===== src/rtl/pipe_skid_reg.sv =====
// pipe_skid_reg: valid/ready pipeline stage with main+skid regs, flush, registered in_ready, occupancy level and saturating stall_cnt
module pipe_skid_reg #(
  parameter int DW = 38,
  parameter logic [DW-1:0] RST_VAL = '0,
  parameter int CNT_W = 16
) (
  input  logic             clk,
  input  logic             rst,
  input  logic             flush,
  input  logic             in_valid,
  output logic             in_ready,
  input  logic [DW-1:0]    in_data,
  output logic             out_valid,
  input  logic             out_ready,
  output logic [DW-1:0]    out_data,
  output logic [1:0]       level,
  output logic [CNT_W-1:0] stall_cnt
);
  typedef enum logic [1:0] {EMPTY = 2'd0, FULL = 2'd1, SKID = 2'd2} state_t;
  state_t state, state_n;
  logic [DW-1:0] main_data, skid_data;
  logic ld_main, ld_skid;
  assign out_valid = state != EMPTY;
  assign out_data = main_data;
  assign level = state;
  always_comb begin
    state_n = flush ? EMPTY
            : state == EMPTY ? (in_valid ? FULL : EMPTY)
            : state == FULL ? (in_valid && !out_ready ? SKID : !in_valid && out_ready ? EMPTY : FULL)
            : (out_ready ? FULL : SKID);
    ld_main = (state == EMPTY && in_valid) || (state == FULL && in_valid && out_ready) || (state == SKID && out_ready);
    ld_skid = state == FULL && in_valid && !out_ready;
  end
  always_ff @(posedge clk) begin
    if (rst) begin
      state <= EMPTY;
      in_ready <= 1'b1;
      main_data <= RST_VAL;
      skid_data <= RST_VAL;
      stall_cnt <= '0;
    end else begin
      state <= state_n;
      in_ready <= state_n != SKID;
      if (ld_main) main_data <= state == SKID ? skid_data : in_data;
      if (ld_skid) skid_data <= in_data;
      if (out_valid && !out_ready && !(&stall_cnt)) stall_cnt <= stall_cnt + 1'b1;
    end
  end
endmodule

===== config.mk =====
export PLATFORM = sky130hd
export DESIGN_NAME = pipe_skid_reg
export DESIGN_NICKNAME = d
export VERILOG_FILES = /design/src/rtl/pipe_skid_reg.sv
export SDC_FILE = /design/constraint.sdc
export NUM_CORES = 1
export LEC_CHECK = 0
export CAP_MARGIN = 20
export CORE_MARGIN = 3
export CORE_UTILIZATION = 49
export DETAILED_ROUTE_END_ITERATION = 10
export PLACE_DENSITY = 0.76
export SYNTH_ARGS = -nofsm -noshare
export SYNTH_HDL_FRONTEND = slang
export SYNTH_SLANG_ARGS = --single-unit

===== constraint.sdc =====
create_clock -name clk -period 1.9 [get_ports clk]
set_clock_uncertainty 0.1 [all_clocks]
set_input_delay 0.38 -clock clk [delete_from_list [all_inputs] [get_ports clk]]
set_output_delay 0.38 -clock clk [all_outputs]
set_load 0.02 [all_outputs]

==> results of run 1 <==
[power by group through the flow]
| stage | Combinational, W | Sequential, W | Clock [W] |
|---|---|---|---|
| floorplan | 0.000246 | 0.00225 | 0 |
| global placement | 0.000658 | 0.00217 | 0 |
| detailed placement | 0.000670 | 0.00217 | 0 |
| CTS | 0.000669 | 0.00213 | 0.00131 |
| global route | 0.000713 | 0.00214 | 0.00139 |
| finish | 0.000664 | 0.00212 | 0.00127 |
[through the flow]
stage	hold WS (ns)	setup slack (ns)	cells	TNS, ns	total power (W)
after floorplan	0.336	0.127	452	0	0.00250
final	0.342	0.0779	656	0	0.00406
after detailed placement	0.346	-0.208	640	-10.0	0.00284
after CTS	0.314	0.00441	656	0	0.00410
after global routing	0.328	0.0227	656	0	0.00424
after global placement	0.341	-0.167	640	-6.56	0.00283
[per-layer routing]
| metal | vias to the layer above | routed length (microns) |
|---|---|---|
| li1 | 1836 | - |
| met4 | 0 | 64 |
| met1 | 1732 | 4650 |
| met5 | - | 0 |
| met2 | 76 | 4910 |
| met3 | 4 | 526 |
[cells by family (layout without fill, tap and decap cells)]
| group | Yosys count | in the layout |
|---|---|---|
| buf+inv | 40 | 142 |
| simple gates | 165 | 165 |
| flops | 95 | 95 |
| compound gates | 110 | 110 |
| mux | 39 | 39 |
| xor+xnor | 1 | 1 |
| fa+ha+maj | 2 | 2 |
[cells in the mapped netlist, types with 2 or more instances]
| cell | instances |
|---|---|
| a211oi_1 | 28 |
| a211oi_2 | 10 |
| a21oi_1 | 52 |
| and3_1 | 3 |
| buf_1 | 2 |
| buf_2 | 14 |
| buf_4 | 3 |
| buf_6 | 3 |
| clkbuf_1 | 15 |
| dfxtp_1 | 95 |
| ha_1 | 2 |
| inv_1 | 3 |
| mux2i_1 | 39 |
| nand2_1 | 81 |
| nand3_1 | 3 |
| nand4_1 | 5 |
| nand4_2 | 2 |
| nor2_1 | 5 |
| nor3_1 | 40 |
| o21ai_0 | 5 |
| o31ai_1 | 9 |
| or3_1 | 5 |
| or4_1 | 8 |
[registers in the layout, indices dropped and copies added, names as in the netlist]
name,count
out_data,38
skid_data,38
in_ready,1
level,2
stall_cnt,16
[path summary, 6_finish.rpt]
| check | start | endpoint | slack, ns | depth (start not counted) |
|---|---|---|---|---|
| worst max-delay path | out_data[31] | out_data[31] | 0.08 | 1 |
| worst min-delay path | rst | skid_data[4] | 0.34 | 2 |
| worst max register to register | stall_cnt[0] | stall_cnt[3] | 0.13 | 6 |
| worst min register to register | skid_data[22] | skid_data[22] | 0.36 | 2 |
[timing repair]
action	CTS	global route
endpoints found under the setup margin	16	5
hold endpoints to repair	0	0
gates resized for setup	17	5
[area by class of cell]
class,count,area [sq um]
tap,102,128
fill,656,2440
clock inverter,6,51.3
inverter,3,11.3
sequential,95,1900
multi-input combinational,317,2020
clock buffer,10,138
timing repair buffer,123,1240
==> key figures, run 1 <==
Synthesis
  – Sequential cell area fraction in the yosys report: 0.464
  – Mapped Nets: between 400 and 500
  – Compound-Gate Fraction of Synth Area: 0.180
  – FFs w/ async S/R, synth: 0
  – YS warnings: 0
  – Synth cell types: between 40 and 50
  – Post-synthesis simple-gate area fraction: 0.203
  – Ys flop type: dfxtp_1
  – Post-synth top area share: 0.464
  – Post-synth top area cell: dfxtp_1
  – Mapped cell area: 4100 sq um
  – Share of synthesized area spent on multiplexers: 0.0953
  – Xor/xnor share of the synthesized area: 0.00214
  – Yosys reg bits: 95
  – Syn Area/Cell: roughly 9.1 sq um
  – Synth Area in Adders: 0.00611
  – Number of synthesized flops with an enable pin: 0
  – Area contributors post-synth: dfxtp_1, mux2i_1, nand2_1
  – Syn Inst Count: roughly 450
  – Largest family of logic cells by synthesized area: simple AND/OR/NAND/NOR gates

STA
  – Fmax: approximately 550 MHz
  – Setup violators final: 0
  – RSZ-0062 raised after global routing: false
  – Final hold vios: 0
  – Tcrit/Tclk final: 0.959
  – Worst-margin pin slew: ~0.67 ns
  – Final Max Slew Viols: 0
  – Minimum clock period: around 1.8 ns
  – Slew margin rel.: 0.550

GRT
  – Overflow left after global routing: 0
  – GRT met3 Usage: 0.0567
  – Vias in the first global route: 3645
  – Most Crowded Layer GR: met2
  – Largest net degree at the start of global routing: 39
  – GRT Total Usage: 0.218
  – Initial antenna violation count: 0
  – First-pass GRT wire length: around 17000 microns
  – Routing usage on met2: 0.356
  – Met1 usage: 0.283

Setup path
  – Crit-path leading delay family: buffers and inverters
  – Slowest Stage Delay on Critical Path: 0.62 ns
  – Worst-path cell chain: clkdlybuf4s50_1
  – Arr. time, crit path: ~1.3 ns
  – Required @ worst endpoint: around 1.4 ns
  – Slowest-stage cell, CP: clkdlybuf4s50_1
  – Setup CP Type: reg -> out
  – Crit. End Element: primary output
  – Crit path max fanout: 2
  – Worst path bufs/invs: 1
  – Crit start category: register

Min path
  – Min-Delay Path Class: in -> reg

Cells and area
  – Nets: between 500 and 600
  – Final Util: 0.692
  – Commonest non-fill, non-tap cell in the layout: dfxtp_1
  – Finished Cell Area: 5490 sq um
  – Layout cells sized above 1: 0.116
  – Antenna Cells: 0
  – Area Growth Syn to Fin: 33.9%
  – Commonest cells after routing, fill and taps aside: dfxtp_1, nand2_1, clkdlybuf4s50_1, a21oi_1, nor3_1

Detailed routing
  – First drt pass iteration count: 5
  – Via count: approximately 3600
  – Final WL: 10100 microns
  – WL/cell: ~15 microns
  – DRC: 0
  – First DRT Iteration DRCs: roughly 180
  – DR vias/cell: about 5.6
  – Routed Antenna Nets: 0

Power and ir drop
  – Int Pwr: ~0.0029 W
  – Sw power: roughly 0.0011 W
  – Sequential Power Share: 0.524
  – Clock Power Share: 0.312
  – Worst vdd ir: approximately 520 uV
  – Switching share of power: 0.277
  – Static Leak: roughly 2.3 nW
  – Comb power frac: 0.164
  – Pwr Density: 739 nW/um^2

Clocking
  – Max Root-Sink Buffers: 2
  – CTS tree: yes
  – Post-CTS setup buffers: 0
  – CTS root buffer: clkbuf_8
  – Clock H-tree levels: 3
  – Hold-fix buffers, CTS: 0
  – Num CTS Buffers: 9
  – Worst skew pair latency: around 0.36 ns
  – Clock transition at path regs: about 0.10 ns
  – CTS sink count: 95

Floorplanning
  – # rows: 32
  – Starting Density: 0.517
  – Core ar.: ~7900 sq um
  – Full die area: between 9000 and 10000 sq um
  – Die Wd: 97.4 microns
  – I/O Pins: just over 100
  – DIE HEIGHT: roughly 100 microns

Placed design
  – GP Congestion: just over 0.8
  – DP HPWL: a little under 7000 microns
  – Dpl cell area: between 5000 and 6000 sq um
  – Buffers on Ports: 100

Flow run
  – Max-cap violation count: 0

Status
  – Status: complete, no violations
Note: power is estimated with default switching activity, not from simulation.
==> inputs of run 2 (changes only) <==
--- a/config.mk
+++ b/config.mk
@@ -9,7 +9,8 @@
 export CORE_MARGIN = 3
 export CORE_UTILIZATION = 49
 export DETAILED_ROUTE_END_ITERATION = 10
-export PLACE_DENSITY = 0.76
+export PLACE_DENSITY = 0.88
+export SLEW_MARGIN = 20
 export SYNTH_ARGS = -nofsm -noshare
 export SYNTH_HDL_FRONTEND = slang
 export SYNTH_SLANG_ARGS = --single-unit
==> run 2 against run 1 <==
Effect of this change:
- non-clock buffer count rose by 3
- global-route usage grew 0.48 points
- combinational power hardly changed
- die area unchanged
- count of clock-buffer cells in the layout up 1
- sequential cell count stayed put
- critical path type unchanged
==> key figures, run 2 (synthesis results as in run 1) <==
Status
  – Status: complete, no violations (unchanged)

Cells and area
  – Storage cell area: 1900 sq um (about the same)
  – Finished Cell Area: 5490 sq um (about the same)
  – Area Growth Syn to Fin: 34.1% (was 33.9%)
  – Commonest cells after routing, fill and taps aside: dfxtp_1, nand2_1, clkdlybuf4s50_1, a21oi_1, nor3_1 (unchanged)
  – Commonest non-fill, non-tap cell in the layout: dfxtp_1 (unchanged)
  – Layout cells sized above 1: 0.115 (was 0.116)
  – Nets: 597 (was 594)
  – Layout fillers: 610 (was 656)
  – Antenna Cells: 0 (unchanged)
  – Final Util: 0.693 (was 0.692)
  – Multi-input gate area: 2020 sq um (about the same)

Detailed routing
  – WL/cell: 16.2 microns (was 15.5 microns)
  – DRC: 0 (unchanged)
  – Via count: 3777 (was 3648)
  – Routed Antenna Nets: 0 (unchanged)
  – First DRT Iteration DRCs: 228 (was 176)
  – Final WL: 10700 microns (was 10100 microns)
  – DR vias/cell: 5.73 (was 5.56)
  – First drt pass iteration count: 5 (unchanged)

Clocking
  – CTS sink count: 95 (unchanged)
  – CTS root buffer: clkbuf_8 (unchanged)
  – Clock H-tree levels: 3 (unchanged)
  – Max Root-Sink Buffers: 2 (unchanged)
  – Worst skew pair latency: 0.35 ns (was 0.36 ns)
  – Hold-fix buffers, CTS: 0 (unchanged)
  – Clock transition at path regs: 0.09 ns (was 0.10 ns)
  – PostCTS Resize Cnt: 13 (was 17)
  – Num CTS Buffers: 9 (unchanged)
  – Post-CTS setup buffers: 0 (unchanged)
  – CTS tree: yes (unchanged)

Placed design
  – GP Congestion: 0.890 (was 0.827)
  – Buffers on Ports: 100 (unchanged)
  – Pre-CTS WS: -0.207 ns (was -0.208 ns)
  – Dpl cell area: 5300 sq um (about the same)
  – DP HPWL: 7560 microns (was 6850 microns)

Setup path
  – Worst setup path endpoint: stall_cnt[1] (was out_data[31])
  – Reg2Reg Setup Slack: 0.10 ns (was 0.13 ns)
  – Setup CP Type: reg -> out (unchanged)
  – Reg2reg path depth: 6 (unchanged)
  – Crit. End Element: primary output (unchanged)
  – Crit start category: register (unchanged)
  – Worst-path cell chain: clkdlybuf4s50_1 (unchanged)
  – Required @ worst endpoint: 1.42 ns (about the same)
  – Slowest Stage Delay on Critical Path: 0.64 ns (was 0.62 ns)
  – Worst reg2reg startpoint: stall_cnt[0] (unchanged)
  – Slowest-stage cell, CP: clkdlybuf4s50_1 (unchanged)
  – Worst path bufs/invs: 1 (unchanged)
  – Arr. time, crit path: 1.39 ns (was 1.34 ns)
  – Crit path launch: stall_cnt[1] (was out_data[31])
  – Crit path max fanout: 5 (was 2)
  – Crit-path leading delay family: buffers and inverters (unchanged)
  – R2r endpoint: stall_cnt[9] (was stall_cnt[3])
  – Cell count along the critical path: 1 (unchanged)

GRT
  – GRT Total Usage: 0.222 (was 0.218)
  – Largest net degree at the start of global routing: 45 (was 39)
  – Overflow left after global routing: 0 (unchanged)
  – Vias in the first global route: 3799 (was 3645)
  – Initial antenna violation count: 0 (unchanged)
  – First-pass GRT wire length: 17700 microns (was 17400 microns)

Floorplanning
  – Die Wd: 97.4 microns (unchanged)
  – # rows: 32 (unchanged)
  – Starting Density: 0.517 (unchanged)
  – DIE HEIGHT: 97.4 microns (unchanged)
  – Core ar.: 7930 sq um (unchanged)
  – I/O Pins: 101 (unchanged)
  – Full die area: 9490 sq um (unchanged)

STA
  – Fmax: 535 MHz (was 549 MHz)
  – Slew margin rel.: 0.613 (was 0.550)
  – Final Max Slew Viols: 0 (unchanged)
  – Tcrit/Tclk final: 0.984 (was 0.959)
  – Worst-margin pin slew: 0.580 ns (was 0.673 ns)
  – Setup violators final: 0 (unchanged)
  – Minimum clock period: 1.87 ns (was 1.82 ns)
  – Final hold vios: 0 (unchanged)
  – RSZ-0062 raised after global routing: false (unchanged)
  – Worst hold margin: 0.358 ns (was 0.342 ns)
  – Setup WS post-layout: 0.0303 ns (was 0.0779 ns)

Power and ir drop
  – Sw power: 0.00106 W (was 0.00112 W)
  – Static Leak: 2.31 nW (was 2.30 nW)
  – Worst vdd ir: 430 uV (was 516 uV)
  – Pwr Density: 741 nW/um^2 (was 739 nW/um^2)
  – Int Pwr: 0.00301 W (was 0.00293 W)
  – Clock Power Share: 0.313 (was 0.312)
  – Comb power frac: 0.163 (was 0.164)
  – Switching share of power: 0.260 (was 0.277)
  – Sequential Power Share: 0.523 (was 0.524)
  – Overall power: 0.00407 W (was 0.00406 W)

Min path
  – Worst hold start: skid_data[10] (was rst)
  – Min-Delay Path Class: reg -> reg (was in -> reg)

Flow run
  – Max-cap violation count: 0 (unchanged)
-- run 2: cell count changes in the layout (fill, tap and decap cells not counted), sizes merged --
cell / previous run / this run
dlygate4sd2: 16 / 13
clkdlybuf4s50: 79 / 81
dlymetal6s2s: 4 / 5
inv: 6 / 3
clkbuf: 10 / 11
buf: 24 / 27
bufinv: 0 / 1
clkinvlp: 1 / 2
-- run 2: worst min-delay path by stage --
| stage | cells after the start | slack [ns] | to |
|---|---|---|---|
| 6_report | 2 | 0.36 | skid_data[10] |
| 5_1_grt | 2 | 0.38 | skid_data[35] |
| 4_1_cts | 2 | 0.36 | skid_data[16] |
| 3_5_place_dp | 2 | 0.35 | skid_data[16] |
| 3_3_place_gp | 2 | 0.34 | skid_data[6] |
| 2_1_floorplan | 2 | 0.34 | skid_data[0] |
-- run 2: power groups by stage --
| stage | combinational, W | clock [W] | sequential, W |
|---|---|---|---|
| after floorplan | 0.000246 | 0 | 0.00225 |
| after global placement | 0.000646 | 0 | 0.00217 |
| after detailed placement | 0.000667 | 0 | 0.00217 |
| after CTS | 0.000669 | 0.00130 | 0.00213 |
| after global routing | 0.000713 | 0.00138 | 0.00214 |
| final | 0.000665 | 0.00128 | 0.00213 |
-- run 2: per-stage QoR --
stage,TNS (ns),instances
detailed placement,-11.10,643
floorplan,0,452
global placement,-6.65,643
finish,0,659
global route,0,659
CTS,0,659
-- run 2: routing by layer --
metal / vias up / GRT usage / wire [microns]
met5: - / 0 / 0
met4: 0 / 0.0767 / 183
met3: 16 / 0.0409 / 446
met2: 101 / 0.397 / 5600
met1: 1825 / 0.266 / 4470
li1: 1835 / - / -
-- run 2: tightest hold or removal path, stage by stage, from the launching register on --
cell and delay [ns]:
dfxtp_1 0.32, nand2_1 0.05, a21oi_1 0.05
-- run 2: area by class of cell --
type	instances	share of cell area
repair buffers	126	0.226
well taps	102	0.0232
multi-input cells	317	0.368
inverters	3	0.00205
flip-flops and latches	95	0.346
clock inverters	5	0.0107
clock buffers	11	0.0239
